File: src/rtl/c_gather_arbiter_pkg.sv
// Shared helpers for the gather arbiter slice: width calculation used for port indices.
package c_gather_arbiter_pkg;

    // Ceiling log2, never less than 1 so single-port builds still get a 1-bit index.
    function automatic int clog2(input int value);
        int r;
        r = 0;
        while ((1 << r) < value) r++;
        return (r < 1) ? 1 : r;
    endfunction

endpackage

File: src/rtl/c_gather_arbiter_gather.sv
// Fixed-mask bit gather: the k-th set mask bit's data bit lands at out index k, rest zero.
module c_gather #(
    parameter int in_width = 32,
    parameter int out_width = 32,
    parameter logic [in_width-1:0] mask = {in_width{1'b1}}
) (
    input  logic [in_width-1:0]  data_in,
    output logic [out_width-1:0] data_out
);

    // Number of set mask bits strictly below idx, i.e. the destination slot of bit idx.
    function automatic int rank(input int idx);
        int cnt;
        cnt = 0;
        for (int i = 0; i < idx; i++) begin
            if (mask[i]) cnt++;
        end
        return cnt;
    endfunction

    for (genvar i = 0; i < in_width; i++) begin : g_bit
        if (mask[i] && (rank(i) < out_width)) begin : g_sel
            assign data_out[rank(i)] = data_in[i];
        end
    end

    for (genvar k = 0; k < out_width; k++) begin : g_pad
        if (k >= rank(in_width)) begin : g_zero
            assign data_out[k] = 1'b0;
        end
    end

    logic unused_bits;
    assign unused_bits = ^(data_in & ~mask);

endmodule

File: src/rtl/c_gather_arbiter_rr_select.sv
// Round-robin pick: first asserted request scanning cyclically upward from ptr.
module c_rr_select #(
    parameter int num_ports = 4,
    parameter int idx_width = 2
) (
    input  logic [num_ports-1:0] req,
    input  logic [idx_width-1:0] ptr,
    output logic [num_ports-1:0] grant,
    output logic [idx_width-1:0] idx
);

    logic [num_ports-1:0] rot;
    logic [idx_width-1:0] off;
    logic [idx_width:0]   sum;

    always_comb begin
        rot = num_ports'({req, req} >> ptr);
        off = '0;
        for (int i = num_ports - 1; i >= 0; i--) begin
            if (rot[i]) off = i[idx_width-1:0];
        end
        // Undo the rotation; ptr + off stays below 2*num_ports, so one subtract wraps it.
        sum = {1'b0, ptr} + {1'b0, off};
        if (sum >= (idx_width + 1)'(num_ports)) sum = sum - (idx_width + 1)'(num_ports);
        idx   = sum[idx_width-1:0];
        grant = (|req) ? (num_ports'(1) << idx) : '0;
    end

endmodule

File: src/rtl/c_gather_arbiter.sv
// Round-robin arbiter feeding one registered gather stage; the winner's word is compressed by its port mask.
module c_gather_arbiter
    import c_gather_arbiter_pkg::*;
#(
    parameter int num_ports = 4,
    parameter int in_width = 32,
    parameter logic [num_ports*in_width-1:0] masks = {num_ports*in_width{1'b1}},
    parameter int out_width = in_width,
    localparam int port_idx_width = clog2(num_ports)
) (
    input  logic                          clk,
    input  logic                          reset,
    input  logic [num_ports-1:0]          req_valid,
    input  logic [num_ports*in_width-1:0] req_data,
    output logic [num_ports-1:0]          req_ready,
    output logic                          out_valid,
    output logic [out_width-1:0]          out_data,
    output logic [port_idx_width-1:0]     out_port,
    input  logic                          out_ready
);

    function automatic int max_popcount();
        int best;
        int cnt;
        best = 0;
        for (int p = 0; p < num_ports; p++) begin
            cnt = 0;
            for (int b = 0; b < in_width; b++) begin
                if (masks[p*in_width + b]) cnt++;
            end
            if (cnt > best) best = cnt;
        end
        return best;
    endfunction

    if (max_popcount() > out_width) begin : g_width_check
        $error("c_gather_arbiter: out_width %0d is below max mask popcount %0d",
               out_width, max_popcount());
    end

    logic [out_width-1:0]      gathered [num_ports];
    logic [num_ports-1:0]      grant;
    logic [port_idx_width-1:0] grant_idx;
    logic [port_idx_width-1:0] ptr;
    logic                      load;
    logic                      xfer;

    for (genvar p = 0; p < num_ports; p++) begin : g_port
        c_gather #(
            .in_width (in_width),
            .out_width(out_width),
            .mask     (masks[p*in_width +: in_width])
        ) u_gather (
            .data_in (req_data[p*in_width +: in_width]),
            .data_out(gathered[p])
        );
    end

    c_rr_select #(
        .num_ports(num_ports),
        .idx_width(port_idx_width)
    ) u_rr_select (
        .req  (req_valid),
        .ptr  (ptr),
        .grant(grant),
        .idx  (grant_idx)
    );

    // Handshake: a word moves on any edge where valid && ready on that side; the producer
    // may withdraw valid without a transfer, and out_data/out_port are stable while
    // out_valid && !out_ready. req_ready is a pure function of req_valid, ptr, out_valid,
    // out_ready and reset, never of req_data.
    assign load      = !out_valid || out_ready;
    assign req_ready = (load && !reset) ? grant : '0;
    assign xfer      = |(req_valid & req_ready);

    always_ff @(posedge clk) begin
        if (reset) begin
            out_valid <= 1'b0;
            out_data  <= '0;
            out_port  <= '0;
            ptr       <= '0;
        end else if (load) begin
            if (xfer) begin
                out_valid <= 1'b1;
                out_data  <= gathered[grant_idx];
                out_port  <= grant_idx;
                ptr       <= (grant_idx == port_idx_width'(num_ports - 1)) ? '0
                                                                           : grant_idx + 1'b1;
            end else begin
                out_valid <= 1'b0;
            end
        end
    end

endmodule

File: config.mk
export PLATFORM = sky130hd
export DESIGN_NAME = c_gather_arbiter
export DESIGN_NICKNAME = d
export VERILOG_FILES = /design/src/rtl/c_gather_arbiter_pkg.sv /design/src/rtl/c_gather_arbiter_gather.sv /design/src/rtl/c_gather_arbiter_rr_select.sv /design/src/rtl/c_gather_arbiter.sv
export SDC_FILE = /design/constraint.sdc
export NUM_CORES = 1
export LEC_CHECK = 0
export CAP_MARGIN = 5
export CORE_UTILIZATION = 33
export CTS_BUF_LIST = sky130_fd_sc_hd__clkbuf_8
export CTS_CLUSTER_DIAMETER = 100
export CTS_CLUSTER_SIZE = 20
export DETAILED_ROUTE_END_ITERATION = 7
export HOLD_SLACK_MARGIN = 0.08
export PLACE_DENSITY = 0.79
export SYNTH_ARGS = -nofsm -noshare
export SYNTH_HDL_FRONTEND = slang
export SYNTH_SLANG_ARGS = --single-unit
File: constraint.sdc
create_clock -name clk -period 4.3 [get_ports clk]
set_input_delay 0.86 -clock clk [delete_from_list [all_inputs] [get_ports clk]]
set_output_delay 0.86 -clock clk [all_outputs]
set_load 0.03 [all_outputs]
# Word-level counts from Yosys, hierarchy flattened

Index checks and enable logic that the tools add are counted.

Add/sub/neg operators: 3
$lt $le $gt $ge: 2
Eq/ne operators: 1
Shift-type cells: 2
Mux-type cells: 12
Bitwise gates (word level): 2
Reductions and logical operators: 7

Operator list:

| kind                                                      | number |
|---|---|
| binary-select mux 32 bit (select 2 bit)                   | 1 |
| 2-to-1 mux 32 bit                                         | 2 |
| 2-to-1 mux 2 bit                                          | 6 |
| 2-to-1 mux 4 bit                                          | 2 |
| OR reduction 4 bit                                        | 2 |
| right shift 8 x 2 -> 4 bit                                | 1 |
| greater-or-equal comparator 3 bit (second input constant) | 2 |
| bitwise AND 4 bit                                         | 1 |
| << shifter 1 x 2 -> 4 bit (first input constant)          | 1 |
| adder 2 x 2 -> 3 bit                                      | 1 |
| inverter 2 -> 3 bit                                       | 1 |
| adder 2 x 1 -> 2 bit (second input constant)              | 1 |
| == test 2 bit (second input constant)                     | 1 |
| zero test 1 bit                                           | 2 |
| AND reduction 2 bit                                       | 1 |
| subtractor 2 x 1 -> 2 bit (second input constant)         | 1 |
| logical AND 1 bit                                         | 1 |
| logical OR 1 bit                                          | 1 |
| 2-to-1 mux 1 bit                                          | 1 |

Register bits: 37
Output and inout port bits: 39

# Depth between registers and ports, before layout

Depth in word-level cells: 14
Depth in mapped cells: 18
Depth with buffers taken out: 14

# Hierarchy

Synthesis repeated with hierarchy kept, for this count alone.

Cells, all modules: 412
Area total of the unflattened synthesis: 4106.4 um^2

By module, submodules not included:

| module           | instances | cells each | area each (um^2) | sequential area each (um^2) |
|---|---|---|---|---|
| c_gather_arbiter | 1         | 245        | 2849.0           | 740.7 |
| c_gather         | 4         | 32         | 240.2            | 0.0 |
| c_rr_select      | 1         | 39         | 296.5            | 0.0 |

# Least setup slack after synthesis

No wires, ideal clock.

Kind: input-to-reg
Start point: in req_valid[0]
End point: reg out_data[12]
Library setup time: 128 ps
Arrival: 3997 ps
Required time: 4172 ps
Path slack: 176 ps
Cell stages on the path: 18
Path through: buf_4 > nor2_1 > nor3_1 > a21oi_1 > o21ai_1 > ha_1 > clkbuf_1 > clkbuf_1 > inv_1 > ha_1 > a22o_1 > or2_1 > mux2_4 > o211ai_2 > buf_6 > buf_8 > mux2i_1 > nor2_1

Longest elaborated chain between the ends: 14
Elaborated cells between the ends (all ways): 20
Classes of those cells: add/sub (2); order compare (1); shift (2); mux (10); bitwise (2); reduce/logical (3)

Ends and longest elaborated chain:

| what                                                                                  | line                             | source |
|---|---|---|
| start, declared                                                                       | c_gather_arbiter.sv:13           | `input logic [num_ports-1:0] req_valid,` |
| right shift 8 x 2 -> 4 bit *                                                          | c_gather_arbiter_rr_select.sv:17 | `rot = num_ports'({req, req} >> ptr);` |
| 2-to-1 mux 2 bit (3 in series)                                                        | c_gather_arbiter_rr_select.sv:20 | `if (rot[i]) off = i[idx_width-1:0];` |
| 2-to-1 mux 2 bit *                                                                    | c_gather_arbiter_rr_select.sv:20 |  |
| adder 2 x 2 -> 3 bit *                                                                | c_gather_arbiter_rr_select.sv:23 | `sum = {1'b0, ptr} + {1'b0, off};` |
| greater-or-equal comparator 3 bit / subtractor 2 x 1 -> 2 bit (equally long branches) | c_gather_arbiter_rr_select.sv:24 | `if (sum >= (idx_width + 1)'(num_ports)) sum = sum - (idx_width + 1)'(num_ports);` |
| 2-to-1 mux 2 bit *                                                                    | c_gather_arbiter_rr_select.sv:24 |  |
| net grant_idx[0]                                                                      | c_gather_arbiter.sv:43           | `logic [port_idx_width-1:0] grant_idx;` |
| << shifter 1 x 2 -> 4 bit                                                             | c_gather_arbiter_rr_select.sv:26 | `grant = (\|req) ? (num_ports'(1) << idx) : '0;` |
| 2-to-1 mux 4 bit                                                                      | c_gather_arbiter_rr_select.sv:26 |  |
| 2-to-1 mux 4 bit                                                                      | c_gather_arbiter.sv:74           | `assign req_ready = (load && !reset) ? grant : '0;` |
| bitwise AND 4 bit                                                                     | c_gather_arbiter.sv:75           | `assign xfer = \|(req_valid & req_ready);` |
| OR reduction 4 bit                                                                    | c_gather_arbiter.sv:75           |  |
| AND reduction 2 bit (no source line)                                                  | --                               |  |
| end signal, assigned                                                                  | c_gather_arbiter.sv:86           | `out_data <= gathered[grant_idx];` |
| end, declared                                                                         | c_gather_arbiter.sv:17           | `output logic [out_width-1:0] out_data,` |

The timed path passes the listed nets; every way through them passes the cells marked *. The select of a mux whose other input is x is not followed.
A chain may end at the register's enable or synchronous reset.

# Worst setup path in the final report

Start point: in req_valid[0]
End point: reg out_data[14]

Longest elaborated chain between the ends: 14
Elaborated cells between the ends (all ways): 20
Classes of those cells: add/sub (2); order compare (1); shift (2); mux (10); bitwise (2); reduce/logical (3)

Ends and longest elaborated chain:

| what                                                                                  | line |
|---|---|
| right shift 8 x 2 -> 4 bit                                                            | c_gather_arbiter_rr_select.sv:17 |
| 2-to-1 mux 2 bit (4 in series)                                                        | c_gather_arbiter_rr_select.sv:20 |
| adder 2 x 2 -> 3 bit                                                                  | c_gather_arbiter_rr_select.sv:23 |
| greater-or-equal comparator 3 bit / subtractor 2 x 1 -> 2 bit (equally long branches) | c_gather_arbiter_rr_select.sv:24 |
| 2-to-1 mux 2 bit                                                                      | c_gather_arbiter_rr_select.sv:24 |
| << shifter 1 x 2 -> 4 bit                                                             | c_gather_arbiter_rr_select.sv:26 |
| 2-to-1 mux 4 bit                                                                      | c_gather_arbiter_rr_select.sv:26 |
| 2-to-1 mux 4 bit                                                                      | c_gather_arbiter.sv:74 |
| bitwise AND 4 bit                                                                     | c_gather_arbiter.sv:75 |
| OR reduction 4 bit                                                                    | c_gather_arbiter.sv:75 |
| AND reduction 2 bit (no source line)                                                  | -- |

Parallel ways exist; a longest one is shown, timed or not. The select of a mux whose other input is x is not followed.

==> impl_metrics.json <==
{
  "outcome": "completed",
  "grtUsageMet3_pct": 6.01,
  "worstMarginPinSlew_ps": 410,
  "hold_viol_final": 0,
  "maxSlewHeadroom_pct": 72.7,
  "synth_area_um2": 2540,
  "antenna_found_initial": 0,
  "setup_ws_ps": 272,
  "n_fill_cell": 588,
  "htreeDepth": 2,
  "grt_pass1_vias": 2418,
  "fin_worst_skew_ps": 2.12,
  "drc": 0,
  "rows": 31,
  "port_buffers": 173,
  "fmax_mhz": 248,
  "hold_class": "flip-flop to flip-flop",
  "cts_setup_buffers": 0,
  "async_flop_share_pct": 0,
  "p_per_area_nw_per_um2": 722,
  "whs_ps": 497,
  "synth.largest_area_cell": "mux4_1",
  "period_needed_ps": 4030,
  "synth_common_cells": "42 x nor2_1, 37 x dfxtp_1, 35 x mux2i_1, 31 x mux4_1, 8 x clkbuf_1",
  "drive_above_1_share_pct": 8.00,
  "drv_slew": 0,
  "dp_hpwl_um": 6150,
  "final_util_pct": 60.8,
  "insertion_delay_ps": 280,
  "critPathCaptureType": "flip-flop",
  "fp.dieH_um": 89.7,
  "dp.cells": 467,
  "clkTransAtPathRegs_ps": 70,
  "wirelength_um": 7600,
  "multi_input_area_um2": 1660,
  "synthDistinctLibCells": 34,
  "area_growth_pct": 75.5,
  "regArea_um2": 741,
  "grt_max_degree": 38,
  "io-pin-count": 174,
  "start_kind": "input port",
  "cp_max_fo": 21,
  "drtIter0Drc": 46,
  "yosys_register_bits": 37,
  "n_antenna_cell": 0,
  "synth_top_area_share_pct": 32.1,
  "fp.dieW_um": 89.7,
  "setup_tns_ps": 0,
  "top_usage_layer": "met2",
  "cts_buffers": 5,
  "via_per_inst": 4.92,
  "start_util_pct": 34.6,
  "vdd_drop_max_mv": 0.331,
  "final_antenna_net_count": 0,
  "syn_nets": 340,
  "grt.total_usage_pct": 18.9,
  "cts_tree": "yes",
  "synth_most_common_cell": "nor2_1",
  "grt_pass1_wl_um": 11900,
  "yosysWarnings": 0,
  "avgSynthCellArea_um2": 12.6,
  "vias": 2334,
  "core-area_um2": 7330,
  "fin_cells": 474,
  "gr-usage-met2_pct": 35.1,
  "ys.flop_type": "dfxtp_1",
  "worstSetupPathType": "input port to flip-flop",
  "synth_enable_flop_cells": 0,
  "cts.sinks": 37,
  "die-area_um2": 8050,
  "required_ps": 4450,
  "drt_first_pass_iters": 4,
  "wire_per_inst_um": 16.0,
  "dpl_worst_slack_ps": -80.7,
  "synth.yosys.seq_area_share_pct": 29.2,
  "clock_path_buffers": 2,
  "crit_arrival_ps": 4180,
  "place.gp.congestion": 0.755,
  "overflow": 0,
  "period_share_pct": 93.7,
  "clockRootBuffer": "clkbuf_8",
  "use_met1_pct": 19.8,
  "synth.area.top_cells": "mux4_1 32%, dfxtp_1 29%, mux2i_1 14%",
  "rsz0062_at_grt": "false",
  "syn_inst": 202,
  "setup_viol": 0,
  "power_leakage_nw": 1.90,
  "maxCapViolCount": 0,
  "nNetsFinal": 513
}
flip-flops by register name, indices dropped and copies added (netlist names):
| register | count |
|---|---|
| ptr | 2 |
| out_data | 32 |
| out_port | 2 |
| out_valid | 1 |
cell families (layout without fill, tap and decap cells):
kind of cell	Yosys count	in the layout	share of synthesized area, %
AOI/OAI and AO/OA	12	12	4.19
buffers and inverters	21	194	6.40
muxes	69	69	47.8
adders and majority gates	3	3	1.48
xor gates and xnor gates	2	2	0.985
DFF	37	37	29.2
and+or+nand+nor	58	58	10.0
final timing paths:
kind,start,to,slack [ps],cells past startpoint
hold reg to reg,out_data[29],out_data[29],500,2
setup / recovery,req_valid[0],out_data[14],270,16
hold / removal,out_data[29],out_data[29],500,2
setup reg to reg,ptr[0],out_data[14],800,15
per-layer routing:
metal  wire length (um)  part of all wire [%]  vias to the layer above
met5                  0                     0                        -
met3                553                   7.3                       10
met1               2870                    38                     1076
met2               4020                    53                      110
li1                   -                     -                     1138
met4                163                   2.1                        0
cell type report:
cell class | count | share of cell area (%)
timing repair buffer | 184 | 41.1
multi-input combinational | 144 | 37.3
sequential | 37 | 16.6
tap | 99 | 2.78
clock buffer | 6 | 1.85
inverter | 3 | 0.253
clock inverter | 1 | 0.0842
cells in the final DEF (no fill, tap or decap), types with 2 or more instances in the layout:
cell type        Yosys  layout
clkdlybuf4s50_1      0     168
nor2_1              42      42
dfxtp_1             37      37
mux2i_1             35      35
mux4_1              31      31
buf_4                2      13
clkbuf_8             0       6
nand2b_1             5       5
inv_1                3       4
a21oi_1              4       4
nor3_1               2       2
and2_1               2       2
ha_1                 3       2
buf_12               1       2
power breakdown:
part           internal [W]  switching [W]  total [W]  leakage (nW)
Combinational       0.00127        0.00113    0.00240          1.55
Clock              0.000125       0.000112   0.000236        0.0485
Sequential         0.000489      0.0000935   0.000583         0.302
what timing repair did:
action                     in CTS  in global routing
setup endpoints to repair       0                 15
gates resized for setup         0                  2
hold buffers                    0                  0
critical path, cell delays in order:
cell	delay (ps)
clkdlybuf4s50_1	550
nor3_1	80
a311oi_1	330
o21ai_1	100
ha_2	180
xor2_1	130
buf_4	160
xnor2_4	140
ha_1	230
a22o_1	260
or2_1	220
mux2_4	280
o211ai_4	120
buf_12	230
mux2i_1	220
nor2_1	60
metrics by stage:
step	power, W	area (um^2)
6_report	0.00322	4460
5_1_grt	0.00341	4460
4_1_cts	0.00326	4450
3_5_place_dp	0.00301	4360
3_3_place_gp	0.00296	4360
2_1_floorplan	0.00233	2540
Note: power is estimated with default switching activity, not from simulation.
